## src/rtl/dqsw_training_sequencer.sv

```systemverilog
// DQSW write-leveling training sequencer: sweeps one lane IOD delay tap upward to the first early->late edge.
// Latency: LOAD one cycle after an accepted start; each tap costs SETTLE_CYCLES+SAMPLE_CYCLES+3 cycles.
// No backpressure: TRAIN_START is honoured only in IDLE/DONE/ERR and silently dropped while BUSY.
module dqsw_training_sequencer #(
  parameter int MAX_TAPS      = 128,
  parameter int TAP_W         = 7,
  parameter int SETTLE_CYCLES = 8,
  parameter int SAMPLE_CYCLES = 16
) (
  input  logic             FAB_CLK,
  input  logic             RESET,
  input  logic             TRAIN_START,
  output logic             BUSY,
  output logic             TRAIN_DONE,
  output logic             TRAIN_ERR,
  output logic [1:0]       ERR_CODE,
  output logic [TAP_W-1:0] TAP_RESULT,
  output logic             DELAY_LINE_LOAD,
  output logic             DELAY_LINE_MOVE,
  output logic             DELAY_LINE_DIRECTION,
  input  logic             DELAY_LINE_OUT_OF_RANGE,
  output logic             EYE_MONITOR_CLEAR_FLAGS,
  input  logic             EYE_MONITOR_EARLY,
  input  logic             EYE_MONITOR_LATE
);

  // One shared counter times both SETTLE and SAMPLE, so size it for the longer of the two.
  localparam int CNT_MAX = (SETTLE_CYCLES > SAMPLE_CYCLES) ? SETTLE_CYCLES : SAMPLE_CYCLES;
  localparam int CNT_W   = $clog2(CNT_MAX + 1);

  localparam logic [1:0] CODE_NO_EDGE = 2'b01;
  localparam logic [1:0] CODE_RANGE   = 2'b10;

  typedef enum logic [3:0] {
    ST_IDLE,
    ST_LOAD,
    ST_CLEAR,
    ST_SETTLE,
    ST_SAMPLE,
    ST_EVAL,
    ST_STEP,
    ST_DONE,
    ST_ERR
  } state_t;

  state_t             state_q, state_d;
  logic [TAP_W-1:0]   tap_cnt_q, tap_cnt_d;
  logic [CNT_W-1:0]   cnt_q, cnt_d;
  logic               armed_q, armed_d;
  logic               e_acc_q, e_acc_d;
  logic               l_acc_q, l_acc_d;
  logic               done_q, done_d;
  logic               err_q, err_d;
  logic [1:0]         code_q, code_d;
  logic [TAP_W-1:0]   result_q, result_d;
  logic               busy_q, busy_d;
  logic               load_q, load_d;
  logic               move_q, move_d;
  logic               clear_q, clear_d;

  // Next-state, datapath and status computation; pulses are derived from the next state so they
  // come out of flops aligned with the state they belong to.
  always_comb begin
    state_d   = state_q;
    tap_cnt_d = tap_cnt_q;
    cnt_d     = cnt_q;
    armed_d   = armed_q;
    e_acc_d   = e_acc_q;
    l_acc_d   = l_acc_q;
    done_d    = done_q;
    err_d     = err_q;
    code_d    = code_q;
    result_d  = result_q;

    case (state_q)
      ST_IDLE, ST_DONE, ST_ERR: begin
        if (TRAIN_START) begin
          state_d   = ST_LOAD;
          done_d    = 1'b0;
          err_d     = 1'b0;
          code_d    = 2'b00;
          result_d  = '0;
          tap_cnt_d = '0;
          armed_d   = 1'b0;
        end
      end
      ST_LOAD: state_d = ST_CLEAR;
      ST_CLEAR: begin
        e_acc_d = 1'b0;
        l_acc_d = 1'b0;
        cnt_d   = '0;
        state_d = ST_SETTLE;
      end
      ST_SETTLE: begin
        if (DELAY_LINE_OUT_OF_RANGE) begin
          state_d = ST_ERR;
          err_d   = 1'b1;
          code_d  = CODE_RANGE;
        end else if (cnt_q == CNT_W'(SETTLE_CYCLES - 1)) begin
          cnt_d   = '0;
          state_d = ST_SAMPLE;
        end else begin
          cnt_d = cnt_q + CNT_W'(1);
        end
      end
      ST_SAMPLE: begin
        e_acc_d = e_acc_q | EYE_MONITOR_EARLY;
        l_acc_d = l_acc_q | EYE_MONITOR_LATE;
        if (cnt_q == CNT_W'(SAMPLE_CYCLES - 1)) begin
          state_d = ST_EVAL;
        end else begin
          cnt_d = cnt_q + CNT_W'(1);
        end
      end
      ST_EVAL: begin
        // An edge needs a clean EARLY tap immediately before the LATE tap; anything else re-arms.
        if (armed_q && l_acc_q) begin
          state_d  = ST_DONE;
          done_d   = 1'b1;
          result_d = tap_cnt_q;
        end else begin
          armed_d = e_acc_q & ~l_acc_q;
          if (tap_cnt_q == TAP_W'(MAX_TAPS - 1)) begin
            state_d = ST_ERR;
            err_d   = 1'b1;
            code_d  = CODE_NO_EDGE;
          end else begin
            state_d = ST_STEP;
          end
        end
      end
      ST_STEP: begin
        tap_cnt_d = tap_cnt_q + TAP_W'(1);
        state_d   = ST_CLEAR;
      end
      default: state_d = ST_IDLE;
    endcase

    busy_d  = !(state_d == ST_IDLE || state_d == ST_DONE || state_d == ST_ERR);
    load_d  = (state_d == ST_LOAD);
    move_d  = (state_d == ST_STEP);
    clear_d = (state_d == ST_CLEAR);
  end

  // State and output registers; reset aborts any sequence and drops every pulse at once.
  always_ff @(posedge FAB_CLK or posedge RESET) begin
    if (RESET) begin
      state_q   <= ST_IDLE;
      tap_cnt_q <= '0;
      cnt_q     <= '0;
      armed_q   <= 1'b0;
      e_acc_q   <= 1'b0;
      l_acc_q   <= 1'b0;
      done_q    <= 1'b0;
      err_q     <= 1'b0;
      code_q    <= 2'b00;
      result_q  <= '0;
      busy_q    <= 1'b0;
      load_q    <= 1'b0;
      move_q    <= 1'b0;
      clear_q   <= 1'b0;
    end else begin
      state_q   <= state_d;
      tap_cnt_q <= tap_cnt_d;
      cnt_q     <= cnt_d;
      armed_q   <= armed_d;
      e_acc_q   <= e_acc_d;
      l_acc_q   <= l_acc_d;
      done_q    <= done_d;
      err_q     <= err_d;
      code_q    <= code_d;
      result_q  <= result_d;
      busy_q    <= busy_d;
      load_q    <= load_d;
      move_q    <= move_d;
      clear_q   <= clear_d;
    end
  end

  assign BUSY                    = busy_q;
  assign TRAIN_DONE              = done_q;
  assign TRAIN_ERR               = err_q;
  assign ERR_CODE                = code_q;
  assign TAP_RESULT              = result_q;
  assign DELAY_LINE_LOAD         = load_q;
  assign DELAY_LINE_MOVE         = move_q;
  assign DELAY_LINE_DIRECTION    = move_q;
  assign EYE_MONITOR_CLEAR_FLAGS = clear_q;

endmodule

```

## config.mk

```make
export PLATFORM = sky130hd
export DESIGN_NAME = dqsw_training_sequencer
export DESIGN_NICKNAME = d
export VERILOG_FILES = /design/src/rtl/dqsw_training_sequencer.sv
export SDC_FILE = /design/constraint.sdc
export NUM_CORES = 1
export LEC_CHECK = 0
export ABC_AREA = 1
export ABC_CLOCK_PERIOD_IN_PS = 1600
export BUFFER_PORTS_ARGS = -buffer_cell sky130_fd_sc_hd__buf_2
export CAP_MARGIN = 0
export CORE_UTILIZATION = 57
export DETAILED_ROUTE_END_ITERATION = 8
export PLACE_DENSITY_LB_ADDON = 0.08
export SLEW_MARGIN = 20
export SYNTH_ARGS = -nofsm -noshare
export SYNTH_HDL_FRONTEND = slang
export SYNTH_SLANG_ARGS = --single-unit
```

## constraint.sdc

```tcl
create_clock -name FAB_CLK -period 1.6 [get_ports FAB_CLK]
set_input_delay 0.08 -clock FAB_CLK [delete_from_list [all_inputs] [get_ports FAB_CLK]]
set_output_delay 0.08 -clock FAB_CLK [all_outputs]
set_load 0.02 [all_outputs]
```

== After elaboration in Yosys (flattened, before gate mapping) ==
Index checks and enable logic that the tools add are counted.

* Register bits: 34
* Output and inout port bits: 16
* Bits of input ports: 6

* Reductions and logical operators: 18
* Equality and inequality tests: 23
* Bitwise gates (word level): 4
* Add/sub/neg operators: 2
* Multiplexer cells: 31

{| class="wikitable"
|+ Operators with widths
! operator !! number
|-
| $pmux W7 S2 || 2
|-
| $eq A4 B3 Y1 const B || 6
|-
| $mux W4 || 6
|-
| $pmux W4 S6 || 1
|-
| $mux W5 || 3
|-
| $pmux W5 S3 || 1
|-
| $mux W7 || 2
|-
| $ne A2 B2 Y1 const B || 7
|-
| $eq A4 B2 Y1 const B || 3
|-
| $reduce_and A3 Y1 || 3
|-
| $eq A4 B1 Y1 const B || 2
|-
| $eq A4 B4 Y1 const B || 2
|-
| $logic_not A4 Y1 || 2
|-
| $mux W2 || 4
|-
| $pmux W1 S2 || 4
|-
| $add A7 B1 Y7 const B || 1
|-
| $eq A7 B7 Y1 const B || 1
|-
| $mux W1 || 6
|-
| $pmux W2 S3 || 1
|-
| $reduce_bool A2 Y1 || 3
|-
| $reduce_bool A3 Y1 || 2
|-
| $add A5 B1 Y5 const B || 1
|-
| $eq A5 B3 Y1 const B || 1
|-
| $eq A5 B4 Y1 const B || 1
|-
| other kinds (11) || 13
|}

== Longest topological paths before layout ==
* Depth after elaboration: 8
* Depth in mapped cells: 10
* Gate-level depth less buffers: 10

== Worst setup path after synthesis ==
Ideal clock, no wire load.

* Path kind: flip-flop to flip-flop
* Start point: reg cnt_q[0]
* End point: reg busy_q (netlist: BUSY)
* Buffers on the path: 0
* Required time: 1.470 ns
* Period minus slack after synthesis: 1.443 ns
* Path slack: 0.157 ns
* Arrival time: 1.313 ns
* Cell stages (with the launch flop): 11
* Library setup time: 0.130 ns
* Cells stage by stage: dfrtp_1 ha_1 nand2_1 nor2_1 ha_1 nand3_1 nand3_1 nor2_1 nand2_1 nand2_1 nand3_1

* Cells in the longest elaborated chain, start to end: 8

{| class="wikitable"
|+ Ends and longest elaborated chain
! item !! line !! source
|-
| from (decl) || 48 || <nowiki>logic [CNT_W-1:0] cnt_q, cnt_d;</nowiki>
|-
| from (signal assigned) || 165 || <nowiki>cnt_q <= cnt_d;</nowiki>
|-
| $eq A5 B3 Y1 || 99 || <nowiki>end else if (cnt_q == CNT_W'(SETTLE_CYCLES - 1)) begin</nowiki>
|-
| $mux W4 || 99 ||
|-
| $mux W4 || 95 || <nowiki>if (DELAY_LINE_OUT_OF_RANGE) begin</nowiki>
|-
| $pmux W4 S6 * || 75 || <nowiki>case (state_q)</nowiki>
|-
| via state_d[0] || 46 || <nowiki>state_t state_q, state_d;</nowiki>
|-
| $eq A4 B3 Y1 / $logic_not A4 Y1 (equally long branches) || 139 || <nowiki>busy_d = !(state_d == ST_IDLE || state_d == ST_DONE || state_d == ST_ERR);</nowiki>
|-
| $logic_or A1 B1 Y1 || 139 ||
|-
| $logic_or A1 B1 Y1 * || 139 ||
|-
| $logic_not A1 Y1 * || 139 ||
|-
| via busy_d || 56 || <nowiki>logic busy_q, busy_d;</nowiki>
|-
| to (signal assigned) || 173 || <nowiki>busy_q <= busy_d;</nowiki>
|-
| to (decl) || 56 ||
|}

The timed path passes the listed nets; every way through them passes the cells marked *.
A chain may end at the register's enable or synchronous reset.

== Final worst setup path ==
* Start point: reg cnt_q[1]
* End point: reg busy_q (netlist: BUSY)

The elaborated chain is that of the path after synthesis.

==> flow_summary.json <==
{
  "ys_seq_area_share_pct": 48.7,
  "synth_nets": 221,
  "grt_pass1_vias": 1430,
  "ys_types": 28,
  "io_pins": 22,
  "yosysTopAreaCellShare_pct": 48.7,
  "fin_crit_ns": 1.55,
  "stdcell_count": 278,
  "grt.met3_usage_pct": 5.44,
  "finalNetCount": 255,
  "slew_violations": 0,
  "fp.dieW_um": 57.3,
  "synth_top_area_cell": "dfrtp_1",
  "grt_overflow": 0,
  "worstPathMaxFanout": 3,
  "ys_ff_latch": 34,
  "final-setup-viol-count": 0,
  "detail_route.iter0.violations": 106,
  "p_per_area_nw_per_um2": 1670,
  "syn_to_final_growth_pct": 18.9,
  "synth_area_leaders": "dfrtp_1, nand2_1, nand3_1",
  "globalRouteMet1Util_pct": 32.1,
  "worst_path_max_delay_cell": "dfrtp_1",
  "clk_latency_ns": 0.34,
  "end_kind": "flop",
  "slew_headroom_pct": 72.1,
  "cts_buffer_depth": 2,
  "gp_congestion": 0.881,
  "cp_data_required_time_ns": 1.82,
  "cts_sinks": 34,
  "track_usage_pct": 25.7,
  "critPathTopFamily": "simple AND/OR/NAND/NOR gates",
  "fin_area_um2": 2070,
  "yosysWarningCount": 0,
  "cts_root_buffer": "clkbuf_4",
  "rsz0062_at_grt": "true",
  "async_reset_ff_share_pct": 100,
  "port_buffers": 21,
  "clk_pin_slew_ns": 0.11,
  "fmax_mhz": 646,
  "die_area_um2": 3290,
  "drt_pass1_iterations": 6,
  "skew_ns": 0.00751,
  "worstReg2RegStart": "cnt_q[1]",
  "start_util_pct": 61.7,
  "synthFlopType": "dfrtp_1",
  "start_kind": "flop",
  "dp.cells": 263,
  "synth_most_common_cell": "nand2_1",
  "wl_per_cell_um": 13.8,
  "grt_use_met2_pct": 43.2,
  "htree_levels": 2,
  "irDropWorstVdd_mv": 1.38,
  "post_dp_cell_area_um2": 1880,
  "hold_viol_final": 0,
  "synth_edf_count": 0,
  "synth_cells": 212,
  "wl_mm": 3.83,
  "synth_area_um2": 1750,
  "worst-setup-path-type": "reg2reg",
  "min_from": "TRAIN_START",
  "cap_viol_max_count": 0,
  "cts_buffers": 5,
  "rows": 19,
  "crit_buf_inv": 0,
  "synthTopCellsByCount": "nand2_1, dfrtp_1, inv_1, nand3_1, nor2_1",
  "leakagePower_nw": 1.11,
  "cts_tree": "built",
  "drive_above_1_share_pct": 28.7,
  "fin_crit_sh_pct": 96.8,
  "min_path_type": "in2reg",
  "num_vias": 1511,
  "status": "finished, violations left",
  "setup.worst_path.start": "cnt_q[1]",
  "fin_ws_ns": 0.0517,
  "dp_hpwl_mm": 2.73,
  "drc_errors": 2,
  "die_height_um": 57.3,
  "n_antenna_cell": 0,
  "tightestPinTransition_ns": 0.418,
  "avgSynthCellArea_um2": 8.23,
  "grt_max_degree": 35,
  "vias_per_cell": 5.44,
  "grt_pass1_wl_mm": 6.27,
  "cp_cell_sequence": "ha_2, nand2_2, nor2_2, ha_2, nand3_4, nand3_2, nor2_2, nand2_1, nand2_1, nand3_1",
  "pre_cts_slack_ns": 0.000544,
  "antenna_found_initial": 0,
  "p_total_w": 0.00346,
  "violations": "DRC",
  "fp.coreArea_um2": 2830,
  "ant_nets": 0,
  "max_stage_delay_ns": 0.42,
  "top_usage_layer": "met2",
  "worstPathArrival_ns": 1.77
}
[worst paths after layout]
check,slack [ns],cells after the start,endpoint
worst min-delay path,0.14,4,state_q[3]
worst min register to register,0.48,2,TRAIN_ERR
worst max-delay path,0.05,10,BUSY
worst max register to register,0.05,10,BUSY
min in group asynchronous,0.38,4,ERR_CODE[0]
max in group asynchronous,0.92,4,tap_cnt_q[3]
[cells by family after synthesis]
logic type | after synthesis | synth area share, %
and+or+nand+nor | 106 | 29.8
buffers and inverters | 35 | 8.03
DFF | 34 | 48.7
AOI/OAI and AO/OA | 32 | 10.3
adders and majority gates | 3 | 2.15
xor gates and xnor gates | 2 | 1.00
[state kept, by name (all words and copies together) (netlist names)]
signal / count
BUSY: 1
DELAY_LINE_DIRECTION: 1
DELAY_LINE_LOAD: 1
ERR_CODE: 2
EYE_MONITOR_CLEAR_FLAGS: 1
TAP_RESULT: 7
TRAIN_DONE: 1
TRAIN_ERR: 1
armed_q: 1
cnt_q: 5
e_acc_q: 1
l_acc_q: 1
state_q: 4
tap_cnt_q: 7
[worst min-delay path: stages]
cell and delay (ns):
buf_2 0.11, inv_1 0.05, nand2_1 0.09, o21ai_0 0.10
[layout make-up]
cell class	count	area (um^2)
repair buffers	30	180
inverters	32	120
well taps	31	38.8
flip-flops and latches	34	851
fillers	233	754
multi-input cells	143	806
clock inverters	2	37.5
clock buffers	6	41.3
[layout by cell type, fill, tap and decap left out, types with 2 or more instances in the layout]
cell / n
nor2_2: 5
dfrtp_1: 34
nand2_2: 11
dlygate4sd3_1: 3
clkbuf_4: 5
o21ai_1: 8
inv_2: 6
o22ai_1: 2
o211ai_1: 2
nor2_1: 14
buf_4: 6
nand2_1: 42
nand2_4: 2
ha_2: 2
nor2_4: 5
nand3_1: 19
o21ai_0: 14
xor2_1: 2
nand3_2: 3
buf_2: 21
inv_1: 26
[metrics by stage]
| stage | TNS (ns) | hold WS, ns | utilization [%] |
|---|---|---|---|
| global placement | 0 | 0.185 | 66.6 |
| finish | 0 | 0.142 | 73.3 |
| detailed placement | 0 | 0.196 | 66.6 |
| CTS | 0 | 0.0838 | 70.7 |
| floorplan | 0 | 0.200 | - |
| global route | -0.129 | 0.158 | 73.3 |
[power by group]
| part | switching [W] | internal [W] | leakage [nW] |
|---|---|---|---|
| Combinational | 0.00113 | 0.000532 | 0.610 |
| Clock | 0.000287 | 0.000329 | 0.0385 |
| Sequential | 0.000144 | 0.00104 | 0.462 |
[routing by layer]
layer  vias up  part of all wire, %
li1        749                    -
met1       706                   43
met2        50                   50
met3         6                  5.0
met4         0                  1.5
met5         -                    0
[timing repair]
item / CTS / global route
endpoints found under the hold margin: 36 / 0
setup endpoints to repair: 1 / 8
gates resized for setup: 0 / 14
pin swaps: 0 / 5
hold buffers: 3 / 0
setup buffers: 1 / 3
No activity file was read; power rests on OpenSTA's default activity.
